===== src/rtl/main_fsm.sv =====
// -----------------------------------------------------------------------------
// main_fsm -- multicycle control unit for the RV32I datapath.
//
// A Moore state machine that walks each instruction (lw, sw, R-type, I-type
// ALU, beq, jal) through fetch, decode, address, memory, execute and writeback
// steps. It drives the register enables and mux selects of the multicycle
// datapath from the opcode field held in the instruction register.
//
// Fetch, load and store each last 1 + MEM_WAIT cycles. A 4-bit wait counter
// runs inside those states, and the memory-side strobes (irWrite/pcUpdate in
// FETCH, memWrite in MEMWRITE) fire only on the final wait cycle.
//
// Build option:
//   MAIN_FSM_ILLEGAL_TRAP_EN  When defined, an unsupported opcode parks the FSM
//                             in HALT with `illegal` held high until reset.
//                             When undefined, the opcode is treated as a nop:
//                             `illegal` pulses for one cycle and the FSM
//                             fetches the next instruction.
//
// Parameters:
//   MEM_WAIT   extra wait cycles per memory access, legal range 0..15
//
// Ports:
//   clk        rising-edge clock
//   reset      synchronous active-high reset
//   op         opcode instr[6:0] from the instruction register
//   pcUpdate   unconditional PC write enable
//   branch     conditional PC write (the datapath ANDs it with zero)
//   regWrite   register file write enable
//   memWrite   data memory write enable
//   irWrite    instruction register / oldPC load enable
//   adrSrc     memory address select: 0 = PC, 1 = result
//   resultSrc  00 ALUOut, 01 Data, 10 ALUResult
//   aluSrcA    00 PC, 01 oldPC, 10 rs1 data
//   aluSrcB    00 rs2 data, 01 immExt, 10 constant 4
//   aluOp      00 add, 01 subtract/compare, 10 funct-decoded
//   immSrc     immediate format, combinational from op
//   illegal    unsupported-opcode flag (registered)
//   state      current state encoding, for debug
// -----------------------------------------------------------------------------
module main_fsm #(
  parameter int unsigned MEM_WAIT = 0
) (
  input  logic       clk,
  input  logic       reset,
  input  logic [6:0] op,
  output logic       pcUpdate,
  output logic       branch,
  output logic       regWrite,
  output logic       memWrite,
  output logic       irWrite,
  output logic       adrSrc,
  output logic [1:0] resultSrc,
  output logic [1:0] aluSrcA,
  output logic [1:0] aluSrcB,
  output logic [1:0] aluOp,
  output logic [1:0] immSrc,
  output logic       illegal,
  output logic [3:0] state
);

  typedef enum logic [3:0] {
    S_FETCH    = 4'd0,
    S_DECODE   = 4'd1,
    S_MEMADR   = 4'd2,
    S_MEMREAD  = 4'd3,
    S_MEMWB    = 4'd4,
    S_MEMWRITE = 4'd5,
    S_EXECUTER = 4'd6,
    S_ALUWB    = 4'd7,
    S_EXECUTEI = 4'd8,
    S_JAL      = 4'd9,
    S_BEQ      = 4'd10,
    S_HALT     = 4'd11
  } state_t;

  localparam logic [6:0] OP_LW  = 7'b0000011;
  localparam logic [6:0] OP_SW  = 7'b0100011;
  localparam logic [6:0] OP_R   = 7'b0110011;
  localparam logic [6:0] OP_I   = 7'b0010011;
  localparam logic [6:0] OP_BEQ = 7'b1100011;
  localparam logic [6:0] OP_JAL = 7'b1101111;

  // Count value on the final cycle of a memory access.
  localparam logic [3:0] WAIT_LAST = MEM_WAIT[3:0];

  state_t     state_reg;
  logic [3:0] cnt_reg;
  logic       illegal_reg;
  logic       wait_done;

  assign wait_done = (cnt_reg == WAIT_LAST);

  // ---------------------------------------------------------------------------
  // State, wait counter and illegal flag.
  // The counter defaults to 0 every cycle and only advances while a memory
  // state is still waiting, so it is guaranteed to be 0 on entry to FETCH,
  // MEMREAD and MEMWRITE without tracking the entry edge explicitly.
  // ---------------------------------------------------------------------------
  always_ff @(posedge clk) begin
    if (reset) begin
      state_reg   <= S_FETCH;
      cnt_reg     <= 4'd0;
      illegal_reg <= 1'b0;
    end else begin
      cnt_reg     <= 4'd0;
      illegal_reg <= 1'b0;
      case (state_reg)
        S_FETCH: begin
          if (wait_done) begin
            state_reg <= S_DECODE;
          end else begin
            cnt_reg <= cnt_reg + 4'd1;
          end
        end

        S_DECODE: begin
          case (op)
            OP_LW, OP_SW: state_reg <= S_MEMADR;
            OP_R:         state_reg <= S_EXECUTER;
            OP_I:         state_reg <= S_EXECUTEI;
            OP_BEQ:       state_reg <= S_BEQ;
            OP_JAL:       state_reg <= S_JAL;
            default: begin
              illegal_reg <= 1'b1;
`ifdef MAIN_FSM_ILLEGAL_TRAP_EN
              state_reg   <= S_HALT;
`else
              state_reg   <= S_FETCH;
`endif
            end
          endcase
        end

        // Only sw goes to MEMWRITE; anything else that slipped in after
        // DECODE is handled as a load, which never writes memory.
        S_MEMADR: begin
          if (op == OP_SW) begin
            state_reg <= S_MEMWRITE;
          end else begin
            state_reg <= S_MEMREAD;
          end
        end

        S_MEMREAD: begin
          if (wait_done) begin
            state_reg <= S_MEMWB;
          end else begin
            cnt_reg <= cnt_reg + 4'd1;
          end
        end

        S_MEMWRITE: begin
          if (wait_done) begin
            state_reg <= S_FETCH;
          end else begin
            cnt_reg <= cnt_reg + 4'd1;
          end
        end

        S_EXECUTER, S_EXECUTEI, S_JAL: state_reg <= S_ALUWB;

        S_MEMWB, S_ALUWB, S_BEQ: state_reg <= S_FETCH;

        S_HALT: begin
`ifdef MAIN_FSM_ILLEGAL_TRAP_EN
          // Parked until reset; keep the flag visible the whole time.
          state_reg   <= S_HALT;
          illegal_reg <= 1'b1;
`else
          state_reg   <= S_FETCH;
`endif
        end

        default: state_reg <= S_FETCH;
      endcase
    end
  end

  // ---------------------------------------------------------------------------
  // Moore output decode from the state register and the wait counter.
  // ---------------------------------------------------------------------------
  logic       pc_update_dec;
  logic       branch_dec;
  logic       reg_write_dec;
  logic       mem_write_dec;
  logic       ir_write_dec;

  always_comb begin
    pc_update_dec = 1'b0;
    branch_dec    = 1'b0;
    reg_write_dec = 1'b0;
    mem_write_dec = 1'b0;
    ir_write_dec  = 1'b0;
    adrSrc        = 1'b0;
    resultSrc     = 2'b00;
    aluSrcA       = 2'b00;
    aluSrcB       = 2'b00;
    aluOp         = 2'b00;
    case (state_reg)
      S_FETCH: begin
        // PC+4 is computed every fetch cycle but committed only once memory
        // has delivered the instruction.
        aluSrcB       = 2'b10;
        resultSrc     = 2'b10;
        ir_write_dec  = wait_done;
        pc_update_dec = wait_done;
      end
      S_DECODE: begin
        // Precompute oldPC + imm for a possible beq target.
        aluSrcA = 2'b01;
        aluSrcB = 2'b01;
      end
      S_MEMADR: begin
        aluSrcA = 2'b10;
        aluSrcB = 2'b01;
      end
      S_MEMREAD: begin
        adrSrc = 1'b1;
      end
      S_MEMWB: begin
        resultSrc     = 2'b01;
        reg_write_dec = 1'b1;
      end
      S_MEMWRITE: begin
        adrSrc        = 1'b1;
        mem_write_dec = wait_done;
      end
      S_EXECUTER: begin
        aluSrcA = 2'b10;
        aluOp   = 2'b10;
      end
      S_EXECUTEI: begin
        aluSrcA = 2'b10;
        aluSrcB = 2'b01;
        aluOp   = 2'b10;
      end
      S_ALUWB: begin
        reg_write_dec = 1'b1;
      end
      S_BEQ: begin
        aluSrcA    = 2'b10;
        aluOp      = 2'b01;
        branch_dec = 1'b1;
      end
      S_JAL: begin
        // Link value oldPC + 4 goes to ALUOut while the jump target computed
        // in DECODE is written to the PC.
        aluSrcA       = 2'b01;
        aluSrcB       = 2'b10;
        pc_update_dec = 1'b1;
      end
      default: begin
      end
    endcase
  end

  // Reset masks every state-changing strobe immediately, so an instruction
  // aborted by reset cannot commit anything in the reset cycle itself.
  assign pcUpdate = pc_update_dec & ~reset;
  assign branch   = branch_dec    & ~reset;
  assign regWrite = reg_write_dec & ~reset;
  assign memWrite = mem_write_dec & ~reset;
  assign irWrite  = ir_write_dec  & ~reset;
  assign illegal  = illegal_reg   & ~reset;
  assign state    = reset ? 4'd0 : state_reg;

  // Immediate format follows the opcode directly so the extender is ready
  // in DECODE without waiting for a state change.
  always_comb begin
    case (op)
      OP_LW, OP_I: immSrc = 2'b00;
      OP_SW:       immSrc = 2'b01;
      OP_BEQ:      immSrc = 2'b10;
      OP_JAL:      immSrc = 2'b11;
      default:     immSrc = 2'b00;
    endcase
  end

endmodule


===== config.mk =====
export PLATFORM = sky130hd
export DESIGN_NAME = main_fsm
export DESIGN_NICKNAME = d
export VERILOG_FILES = /design/src/rtl/main_fsm.sv
export SDC_FILE = /design/constraint.sdc
export NUM_CORES = 1
export LEC_CHECK = 0
export ABC_AREA = 1
export CORE_MARGIN = 2
export CORE_UTILIZATION = 47
export CTS_BUF_LIST = sky130_fd_sc_hd__clkbuf_4
export DETAILED_ROUTE_END_ITERATION = 12
export PLACE_DENSITY = 0.95
export SYNTH_ARGS = -nofsm -noshare
export SYNTH_HDL_FRONTEND = slang
export SYNTH_SLANG_ARGS = --single-unit

===== constraint.sdc =====
create_clock -name clk -period 2.4 [get_ports clk]
set_input_delay 0.48 -clock clk [delete_from_list [all_inputs] [get_ports clk]]
set_output_delay 0.48 -clock clk [all_outputs]
set_load 0.01 [all_outputs]

Word-level counts from Yosys, hierarchy flattened

Cells that the tools add are included.

Multiply operators: 0
Divide/modulo/power cells: 0
Add/sub/neg operators: 1
Equal/unequal tests: 19
Muxes and demuxes: 19
Magnitude comparators: 0
Bitwise operators: 9
Reduce and logical (&&, ||, !) cells: 16
Shift-type cells: 0

Operators with widths:

| cell                | number |
|---|---|
| $pmux 4 s6          | 1 |
| $pmux 4 s5          | 1 |
| $eq 4x3->1 const B  | 4 |
| $mux 4              | 4 |
| $pmux 2 s2          | 4 |
| $eq 7x6->1 const B  | 2 |
| $eq 7x7->1 const B  | 2 |
| $reduce_or 2->1     | 7 |
| $eq 4x4->1 const B  | 3 |
| $reduce_or 3->1     | 4 |
| $eq 4x2->1 const B  | 2 |
| $logic_not 4->1     | 2 |
| $eq 7x2->1 const B  | 1 |
| $eq 7x5->1 const B  | 1 |
| $and 1x1->1         | 6 |
| $mux 1              | 6 |
| $ne 2x2->1 const B  | 3 |
| $pmux 2 s3          | 1 |
| $reduce_or 6->1     | 1 |
| $add 4x1->4 const B | 1 |
| $eq 4x1->1 const B  | 1 |
| $reduce_or 4->1     | 1 |
| $mux 3              | 1 |
| $not 1->1           | 3 |
| 2 further kinds     | 2 |

Bits in registers: 9
RAM bits: 0
Word-level logic and storage cells: 67
Input port bits: 9
Memory bits (read-only): 0
Latch bits: 0
Memories kept: 0
Output and inout bits: 21

Longest topological paths before layout

Gate-level depths: netlist of run 1.

Depth in word-level cells: 4
Mapped depth: 9
Depth with buffers taken out: 9

Least setup slack after synthesis of run 1

Ideal clock, no wire load.

Path type: register to output
From: reg state_reg[2]
To: out regWrite
Cell stages (with the launch flop): 5
Path buffers: 0
Setup slack: 0.893 ns
Required time: 1.920 ns
Data arrival time: 1.027 ns
Cell sequence: dfxtp_1 -> inv_2 -> nor2_2 -> inv_1 -> nor4_1

Longest elaborated chain between the ends: 4
Elaborated cells between the ends (all ways): 5
Classes of those cells: 2 x eq/ne; 1 x mux; 1 x bitwise; 1 x reduce/logical

Ends and longest elaborated chain:

| what                        | line | text |
|---|---|---|
| from (decl)                 | 87   | `state_t state_reg;` |
| from (signal assigned)      | 102  | `state_reg <= S_FETCH;` |
| from (signal assigned)      | 111  | `state_reg <= S_DECODE;` |
| from (signal assigned)      | 119  | `OP_LW, OP_SW: state_reg <= S_MEMADR;` |
| $eq 4x3->1                  | 200  | `case (state_reg)` |
| $reduce_or 2->1 (no line) * | n/a  |  |
| $mux 1 *                    | 200  |  |
| $and 1x1->1 *               | 262  | `assign regWrite = reg_write_dec & ~reset;` |
| to (decl)                   | 49   | `output logic regWrite,` |

Mark *: on every way between the ends. The rest lies on a longest branch, timed or not.

Final worst setup path of run 1

From: reg state_reg[2]
To: out aluSrcB[0]

Longest elaborated chain between the ends: 3
Elaborated cells between the ends (all ways): 8
Classes of those cells: 4 x eq/ne; 1 x mux; 3 x reduce/logical

Ends and longest elaborated chain:

| what                                                                | line | text |
|---|---|---|
| $eq 4x4->1 (tied with other cells)                                  | 200  |  |
| $reduce_or 3->1 (no line) / $reduce_or 2->1 (equally long branches) | n/a  |  |
| $pmux 2 s2 *                                                        | 200  |  |
| to (decl)                                                           | 55   | `output logic [1:0] aluSrcB,` |

Marks and branches as above.

==> metrics.yaml, run 1 <==
outcome:
  status: "complete, no violations"
timing:
  finClkSkew_ns: 0.00987
  grt_setup_unrepaired: "no"
  finalCritPeriodShare: 0.955
  timing.setup.tns_ns: 0
  hold_violations: 0
  relSlewSlack: 0.797
  worst_pin_slew_ns: 0.305
  fmax_mhz: 436
  finalCriticalPeriod_ns: 2.29
  whs_ns: 0.462
  finalSetupViolCount: 0
  drv_slew: 0
die:
  fp.dieH_um: 43.5
  ios: 30
  start_util: 0.492
  die_w_um: 43.5
  coreArea_um2: 1490
  rows: 14
  dieArea_um2: 1890
synthesis:
  syn-instance-count: 128
  synth-compound-area-share: 0.0308
  synth.yosys.seq_area_share: 0.246
  ys_seq_elements: 9
  synthSimpleGateAreaFrac: 0.537
  synthesis.area_um2: 732
  synth_top_family_by_area: "simple AND/OR/NAND/NOR gates"
  yosys.area_share.adder: 0.0342
  synth_mux_area_frac: 0
  synth-edff-count: 0
  netlist.area_leader.share: 0.246
  syn-num-nets: 139
  yosysWarnings: 0
  post_synth.cell_area_avg_um2: 5.72
  synth_cell_types: 20
  synth.area.top_cells: "dfxtp_1 25%, nand2_1 18%, nor2_1 12%"
  async_reset_ff_frac: 0
  synth_xor_area_frac: 0.0239
  yosys.area.top_type: "dfxtp_1"
  synthFlopType: "dfxtp_1"
global_route:
  grt_first_pass_wirelength_um: 3560
  grt.overflow.total: 0
  antenna_found_initial: 0
  grt_pass1_vias: 906
  grtUsageTotal: 0.248
  grt_max_degree: 8
finish:
  area_growth_syn_to_layout_pct: 53.5
  stdcell_area_um2: 1120
  fin_nets: 178
  antenna_cells: 0
  drive_gt1_frac: 0.169
power_and_ir_drop:
  p_leak_nw: 0.598
  peakVddDrop_uv: 266
  comb_power_share: 0.251
  cellPowerDensity_nw_per_um2: 345
  p_int_mw: 0.278
  pwr-share-clk: 0.344
  swShare: 0.283
  seq_power_share: 0.405
  p_switching_mw: 0.110
  finalPower_mw: 0.387
route:
  ant_nets: 0
  routedWlPerCell_um: 12.1
  drt_first_pass_iters: 4
  totalWireLength_um: 2200
  initialDrtViolationCount: 31
  num_vias: 973
  drc: 0
  viasPerCell: 5.35
clock_network:
  cts_buffers: 3
  cts_hold_buffers: 0
  clk_path_buf_depth: 2
  cts_root_buffer: "clkbuf_4"
  clk_latency_ns: 0.27
  cts.htree.levels: 1
  clkSinkCount: 9
  tritoncts: "done"
  clk_pin_slew_ns: 0.07
placement:
  dp_hpwl_um: 1690
  place_congestion: 0.885
  placed_area_um2: 1080
  port-buffer-count: 29
hold_path:
  hp-class: "reg2reg"
  hold_depth: 1
critical_path:
  startpoint_type: "flip-flop"
  ff2ff_path_depth: 8
  path_max_fanout: 6
  critPathKind: "reg2out"
  cp_data_required_time_ns: 1.92
  regToRegSetupSlack_ns: 1.04
  arrival_ns: 1.81
  slowest_stage: "clkdlybuf4s50_1"
  critical_path.top_delay_family: "buffers and inverters"
  crit_path_max_incr_delay_ns: 0.54
  cp_cell_sequence: "nor2_4 -> inv_1 -> nor2_2 -> inv_1 -> nand3b_1 -> clkdlybuf4s50_1"
  end_kind: "output port"
  cpMostUsedCell: "inv_1"
  cp.depth: 6
  cp_num_buf_inv: 3
job:
  maxCapViolCount: 0
-- synthesized netlist by cell type (2+ instances only) --
master	instances
nand2_2	3
nand3_1	8
nor2_4	2
nor2_1	24
inv_2	3
nor4_1	2
a21oi_1	2
ha_1	2
nand3_2	2
dfxtp_1	9
inv_1	21
nor3_1	5
nand2_1	35
nor2_2	4
-- repair_timing --
item                                    4_1_cts  5_1_grt
setup buffers                                 0        0
endpoints found under the setup margin        3        5
pin swaps                                     0        1
gates resized for setup                       3        5
-- cell usage in the layout (no fill, tap or decap) --
master,count
nand3_2,2
inv_2,3
dlygate4sd2_1,2
ha_1,2
clkbuf_4,4
dlymetal6s2s_1,2
clkdlybuf4s50_1,25
dfxtp_2,2
nor4_1,2
xor2_1,1
nand2_1,35
o21ai_0,1
o211ai_1,1
nand3b_1,1
dfxtp_1,7
nand3_1,8
nand2_2,3
nor2_4,2
xnor2_1,1
buf_4,6
inv_1,21
nor3_1,5
nor2_2,6
a21oi_1,2
nor2_1,22
-- stage by stage --
step                utilization  cells  setup slack [ns]
finish                    0.755    182             0.108
global route              0.755    182            0.0147
CTS                       0.748    182            0.0171
detailed placement        0.728    178           -0.0321
global placement          0.728    178            0.0327
floorplan                     -    128             0.893
-- final timing paths --
path                                      to         start
worst max-delay path              aluSrcB[0]  state_reg[2]
worst min-delay path              cnt_reg[0]    cnt_reg[0]
worst max register to register  state_reg[0]  state_reg[3]
worst min register to register    cnt_reg[0]    cnt_reg[0]
-- kinds of logic (layout without fill, tap and decap cells) --
logic type	count (synthesis)	after routing
AND/OR/NAND/NOR	86	86
buffers and inverters	25	63
AO/OA/AOI/OAI	4	4
adder cells (fa/ha/maj)	2	2
flip-flops	9	9
XOR/XNOR	2	2
-- power groups by stage --
stage	sequential (mW)	clock (mW)	combinational, mW
after detailed placement	0.160	0	0.0961
after CTS	0.156	0.136	0.0961
after global routing	0.157	0.141	0.105
final	0.157	0.133	0.0974
after floorplan	0.159	0	0.0436
after global placement	0.160	0	0.0931
-- layer usage --
metal / part of all wire / vias to the layer above / GRT usage
li1: - / 466 / -
met5: 0 / - / 0
met3: 0.073 / 14 / 0.0500
met2: 0.51 / 57 / 0.418
met4: 0.054 / 0 / 0.176
met1: 0.36 / 436 / 0.276
-- cell type report --
type,count,area [um^2]
Tap cell,16,20.0
Fill cell,115,365
Timing Repair Buffer,35,338
Multi-Input combinational cell,94,463
Sequential cell,9,183
Inverter,24,90.1
Clock buffer,4,30.0
No activity file was read; power rests on OpenSTA's default activity.
==> inputs of run 2 (changes only) <==
- CORE_MARGIN: 2 -> unset
==> run 2 against run 1 <==
  * Critical path depth fell by 3
  * Setup slack got worse by 0.060 ns
  * Critical endpoint is now regWrite
  * Clock power barely moved
  * Flip-flop and latch count did not move
  * Via count fell by 3.4%
  * Largest cell class unchanged
  * Non-clock buffer count rose by 1
  * Combinational power rose by 2.2%
  * First-iteration DRC count fell by 6.5%
  * Count of clock-buffer cells in the layout did not move
  * Design area rose by 1.4%
==> metrics.yaml, run 2 (synthesis gave the netlist of run 1 again) <==
route:
  highest_layer: "met4"  # unchanged
  wl_met3_um: 132  # was 161 um
  initialDrtViolationCount: 29  # was 31
  totalWireLength_um: 1980  # was 2200 um
  num_vias: 940  # was 973
  routedWlPerCell_um: 10.9  # was 12.1 um
  ant_nets: 0  # unchanged
  drt_first_pass_iters: 4  # unchanged
  drc: 0  # unchanged
  drt-met1-wl_um: 836  # was 791 um
  dr_wl_met2_um: 1000  # was 1130 um
  viasPerCell: 5.16  # was 5.35
die:
  coreArea_um2: 1370  # was 1490 um^2
  fp.dieH_um: 41.5  # was 43.5 um
  dieArea_um2: 1720  # was 1890 um^2
  start_util: 0.536  # was 0.492
  rows: 13  # was 14
  die_w_um: 41.5  # was 43.5 um
  ios: 30  # unchanged
timing:
  relSlewSlack: 0.805  # was 0.797
  finClkSkew_ns: 0.00110  # was 0.00987 ns
  worst_pin_slew_ns: 0.291  # was 0.305 ns
  grt_setup_unrepaired: "no"  # unchanged
  finalSetupViolCount: 0  # unchanged
  drv_slew: 0  # unchanged
  fmax_mhz: 425  # was 436 MHz
  hold_violations: 0  # unchanged
  finalCriticalPeriod_ns: 2.35  # was 2.29 ns
  timing.setup.tns_ns: 0  # unchanged
  finalCritPeriodShare: 0.980  # was 0.955
  setup_ws_ns: 0.0476  # was 0.108 ns
global_route:
  grt_pass1_vias: 810  # was 906
  grt.overflow.total: 0  # unchanged
  grt_max_degree: 8  # unchanged
  antenna_found_initial: 0  # unchanged
  grt_first_pass_wirelength_um: 3290  # was 3560 um
  grtUsageTotal: 0.235  # was 0.248
power_and_ir_drop:
  cellPowerDensity_nw_per_um2: 344  # was 345 nW/um^2
  p_int_mw: 0.280  # was 0.278 mW
  p_leak_nw: 0.608  # was 0.598 nW
  seq_power_share: 0.399  # was 0.405
  p_switching_mw: 0.113  # was 0.110 mW
  swShare: 0.287  # was 0.283
  peakVddDrop_uv: 252  # was 266 uV
  pwr-share-clk: 0.348  # was 0.344
  comb_power_share: 0.254  # was 0.251
clock_network:
  clkSinkCount: 9  # unchanged
  clk_path_buf_depth: 2  # unchanged
  cts_buffers: 3  # unchanged
  cts.htree.levels: 1  # unchanged
  clk_latency_ns: 0.27  # about the same
  cts_root_buffer: "clkbuf_4"  # unchanged
  postCtsSetupBuffers: 0  # unchanged
  clk_pin_slew_ns: 0.06  # was 0.07 ns
  tritoncts: "done"  # unchanged
critical_path:
  path_max_fanout: 4  # was 6
  critPathKind: "in2out"  # was reg2out
  end_kind: "output port"  # unchanged
  startpoint_type: "primary input"  # was flip-flop
  cp_data_required_time_ns: 1.92  # about the same
  arrival_ns: 1.87  # was 1.81 ns
finish:
  drive_gt1_frac: 0.180  # was 0.169
  final_util: 0.834  # was 0.755
  nFillCells: 90  # was 115
  antenna_cells: 0  # unchanged
  final_common_cell: "nand2_1"  # unchanged
  area_growth_syn_to_layout_pct: 55.7  # was 53.5%
  fin_nets: 179  # was 178
  regArea_um2: 181  # was 183 um^2
  layout_common_cells: "34 x nand2_1, 26 x clkdlybuf4s50_1, 21 x nor2_1, 21 x inv_1"  # was 35 x nand2_1, 25 x clkdlybuf4s50_1, 22 x nor2_1
  multiInputGateArea_um2: 473  # was 463 um^2
outcome:
  status: "complete, no violations"  # unchanged
job:
  maxCapViolCount: 0  # unchanged
placement:
  port-buffer-count: 29  # unchanged
  place_congestion: 0.891  # was 0.885
  dp_slack_ns: -0.0481  # was -0.0321 ns
  dp_hpwl_um: 1600  # was 1690 um
hold_path:
  hp-class: "reg2reg"  # unchanged
run 2: cell types whose count changed in the layout (fill, tap and decap cells not counted):
| cell | previous run | this run |
|---|---|---|
| buf_4 | 6 | 7 |
| clkdlybuf4s50_1 | 25 | 26 |
| dfxtp_1 | 7 | 8 |
| dfxtp_2 | 2 | 1 |
| dlygate4sd2_1 | 2 | 1 |
| nand2_1 | 35 | 34 |
| nand2_2 | 3 | 4 |
| nor2_1 | 22 | 21 |
| nor2_4 | 2 | 3 |
run 2: power by group through the flow:
stage                     clock, mW  combinational, mW  sequential [mW]
after global placement            0             0.0935            0.159
after detailed placement          0             0.0962            0.160
after floorplan                   0             0.0436            0.159
after CTS                     0.134             0.0973            0.156
final                         0.136             0.0995            0.156
after global routing          0.142              0.108            0.157
run 2: worst paths after layout:
| path | startpoint | end | slack, ns | cells past startpoint |
|---|---|---|---|---|
| setup / recovery | reset | regWrite | 0.05 | 3 |
| hold / removal | cnt_reg[0] | cnt_reg[0] | 0.47 | 1 |
| setup reg to reg | state_reg[0] | state_reg[2] | 1.04 | 9 |
| hold reg to reg | cnt_reg[0] | cnt_reg[0] | 0.47 | 1 |
run 2: cell type report:
class,count,share of cell area
Inverter,24,0.0790
Timing Repair Buffer,36,0.304
Sequential cell,9,0.159
Multi-Input combinational cell,94,0.415
Tap cell,15,0.0165
Clock buffer,4,0.0263
run 2: layer usage:
layer,vias to the layer above,GRT usage
li1,468,-
met1,418,0.290
met2,52,0.394
met3,2,0.0435
met4,0,0.103
met5,-,0
run 2: through the flow:
step                      power, mW  area, um^2  cells  hold WS [ns]
after floorplan               0.202         732    128         0.430
after global placement        0.253        1090    178         0.444
after detailed placement      0.256        1090    178         0.453
after CTS                     0.388        1120    182         0.473
after global routing          0.407        1140    182         0.515
final                         0.392        1140    182         0.472
run 2: critical path, stage by stage:
cell	delay [ns]
clkdlybuf4s50_1	0.48
nor4_1	0.33
clkdlybuf4s50_1	0.59
run 2: timing repair:
action | CTS | global route
pin swaps | 0 | 1
endpoints found under the setup margin | 2 | 6
gates resized for setup | 3 | 6
hold buffers | 0 | 0
==> patch: new RTL, settings of run 2 <==
The option `MAIN_FSM_ILLEGAL_TRAP_EN` is turned on by a define.
--- a/src/rtl/main_fsm.sv
+++ b/src/rtl/main_fsm.sv
@@ -40,2 +40,4 @@
 // -----------------------------------------------------------------------------
+`define MAIN_FSM_ILLEGAL_TRAP_EN
+
 module main_fsm #(
Behaviour: not the same (a bounded check fails within 4 cycles, from zero or initial values and one cycle with reset high).
==> patch against run 2 <==
  * Synthesized area up 7.0%
  * Cell area is 3.4% higher
  * Critical path depth rose by 2
  * Setup slack improved by 54 ps
  * Critical path type is now reg -> out
  * Sequential cell count did not move
  * Synthesized cell count rose by 7.0%
  * Wire length is 9.1% higher
  * Largest cell class unchanged
Power is not compared: it rests on default switching activity, and its combinational part moved more than twofold at a synthesized area within 25%.
==> patch: results (changes against run 2) <==
| Metric | Value |
|---|---|
| Outcome | complete, no violations (unchanged) |
| Adder-cell share of the synthesized area | 3.19% (was 3.42%) |
| P&R area growth vs syn | 50.5% (was 55.7%) |
| Final Wtd Congestion | 0.876 (was 0.891) |
| Syn_area_per_cell | 5.72 sq um (about the same) |
| Yosys Warn Count | 0 (unchanged) |
| Clk pin slew, worst setup/hold paths | 60 ps (about the same) |
| Fraction of area in multi-input gates | 43.7% (was 41.5%) |
| Worst slew pin tran | 270 ps (was 291 ps) |
| M1 WL | 840 um (was 836 um) |
| Via density | 5.17 (was 5.16) |
| Vias in the first global route | 868 (was 810) |
| Top post-synthesis cells by count | nand2_1, nor2_1, inv_1, nand3_1, dfxtp_1 (was nand2_1, nor2_1, inv_1, dfxtp_1, nand3_1) |
| Fillers | 119 (was 90) |
| LEAKAGE | 0.620 nW |
| Multi-input gate count | 101 (was 94) |
| Total number of vias | 977 (was 940) |
| Layout Skew | 6.55 ps (was 1.10 ps) |
| Met2 wire len | 1100 um (was 1000 um) |
| FF+latch count, synth | 9 (unchanged) |
| Layout cells sized above 1 | 20.2% (was 18.0%) |
| Non-CTS inverters | 25 (was 24) |
| Clk tree area frac | 2.55% (was 2.63%) |
| Placed inst area | 0.00111 sq mm (was 0.00109 sq mm) |
| Synth Net Count | 148 (was 139) |
| Yosys cell types | 23 (was 20) |
| CP delay by family, top | buffers and inverters (unchanged) |
| Register area share after synthesis | 23.0% (was 24.6%) |
| Post-synthesis mux area share | 0% (unchanged) |
| Buffer share of cell area | 28.5% (was 30.4%) |
| Non-CTS buffers | 34 (was 36) |
| R2R Setup Slk | 1020 ps (was 1040 ps) |
| CP max stage delay | 550 ps (was 590 ps) |
| Register area | 184 sq um (was 181 sq um) |
| Placed cell count | 184 (was 178) |
| Hold WS | 480 ps (was 472 ps) |
| # port buffers | 29 (unchanged) |
| Synth area leaders | dfxtp_1, nand2_1, nor2_1, inv_1, nand3_1 (unchanged) |
| Largest net degree at the start of global routing | 10 (was 8) |
| Final Hold Viols | 0 (unchanged) |
| Final HPWL DP | 1740 um (was 1600 um) |
| Total Neg Setup Slack | 0 ps (unchanged) |
| Net count, final | 185 (was 179) |
| WL met3 | 147 um (was 132 um) |
| Drt wl/cell | 11.4 um (was 10.9 um) |
| First-pass detailed-route iteration total | 4 (unchanged) |
| Initial antenna violation count | 0 (unchanged) |
| Post-synthesis compound-gate area fraction | 4.79% (was 3.08%) |
| Post-CTS resize count | 1 (was 3) |
| DRT iter0 DRCs | 17 (was 29) |
| Synth Area in XOR/XNOR | 2.24% (was 2.39%) |
| Global Route Usage Sum | 25.6% (was 23.5%) |
| End of the worst register-to-register path | state_reg[0] (was state_reg[2]) |
| Worst-path fanout max | 5 (was 4) |
| Hold wc startpoint | cnt_reg[0] (unchanged) |
| DIE WIDTH | 42.8 um (was 41.5 um) |
| RR Startpoint | state_reg[2] (was state_reg[0]) |
| Wire length of the first global-routing pass | 3560 um (was 3290 um) |
| Pre-CTS WS | 17.5 ps (was -48.1 ps) |
==> patch: how the worst max path moves through the flow <==
stage,from,end,slack (ps),cells after the start
global route,state_reg[2],aluSrcA[1],20,5
global placement,op[3],immSrc[0],60,6
floorplan,state_reg[0],pcUpdate,790,6
CTS,op[4],immSrc[1],9,6
finish,state_reg[2],aluSrcA[1],100,5
detailed placement,op[0],immSrc[1],20,6
==> patch: power by group through the flow <==
| stage | clock [mW] | combinational (mW) | sequential, mW |
|---|---|---|---|
| after global placement | 0 | 0.690 | 0.233 |
| after detailed placement | 0 | 0.715 | 0.235 |
| after global routing | 0.139 | 0.797 | 0.246 |
| after floorplan | 0 | 0.422 | 0.207 |
| after CTS | 0.134 | 0.717 | 0.231 |
| final | 0.134 | 0.730 | 0.242 |
==> patch: layer usage <==
layer | vias up | global-route usage (%)
met4 | 0 | 16.9
li1 | 493 | -
met1 | 429 | 30.5
met3 | 7 | 2.55
met5 | - | 0
met2 | 48 | 43.0
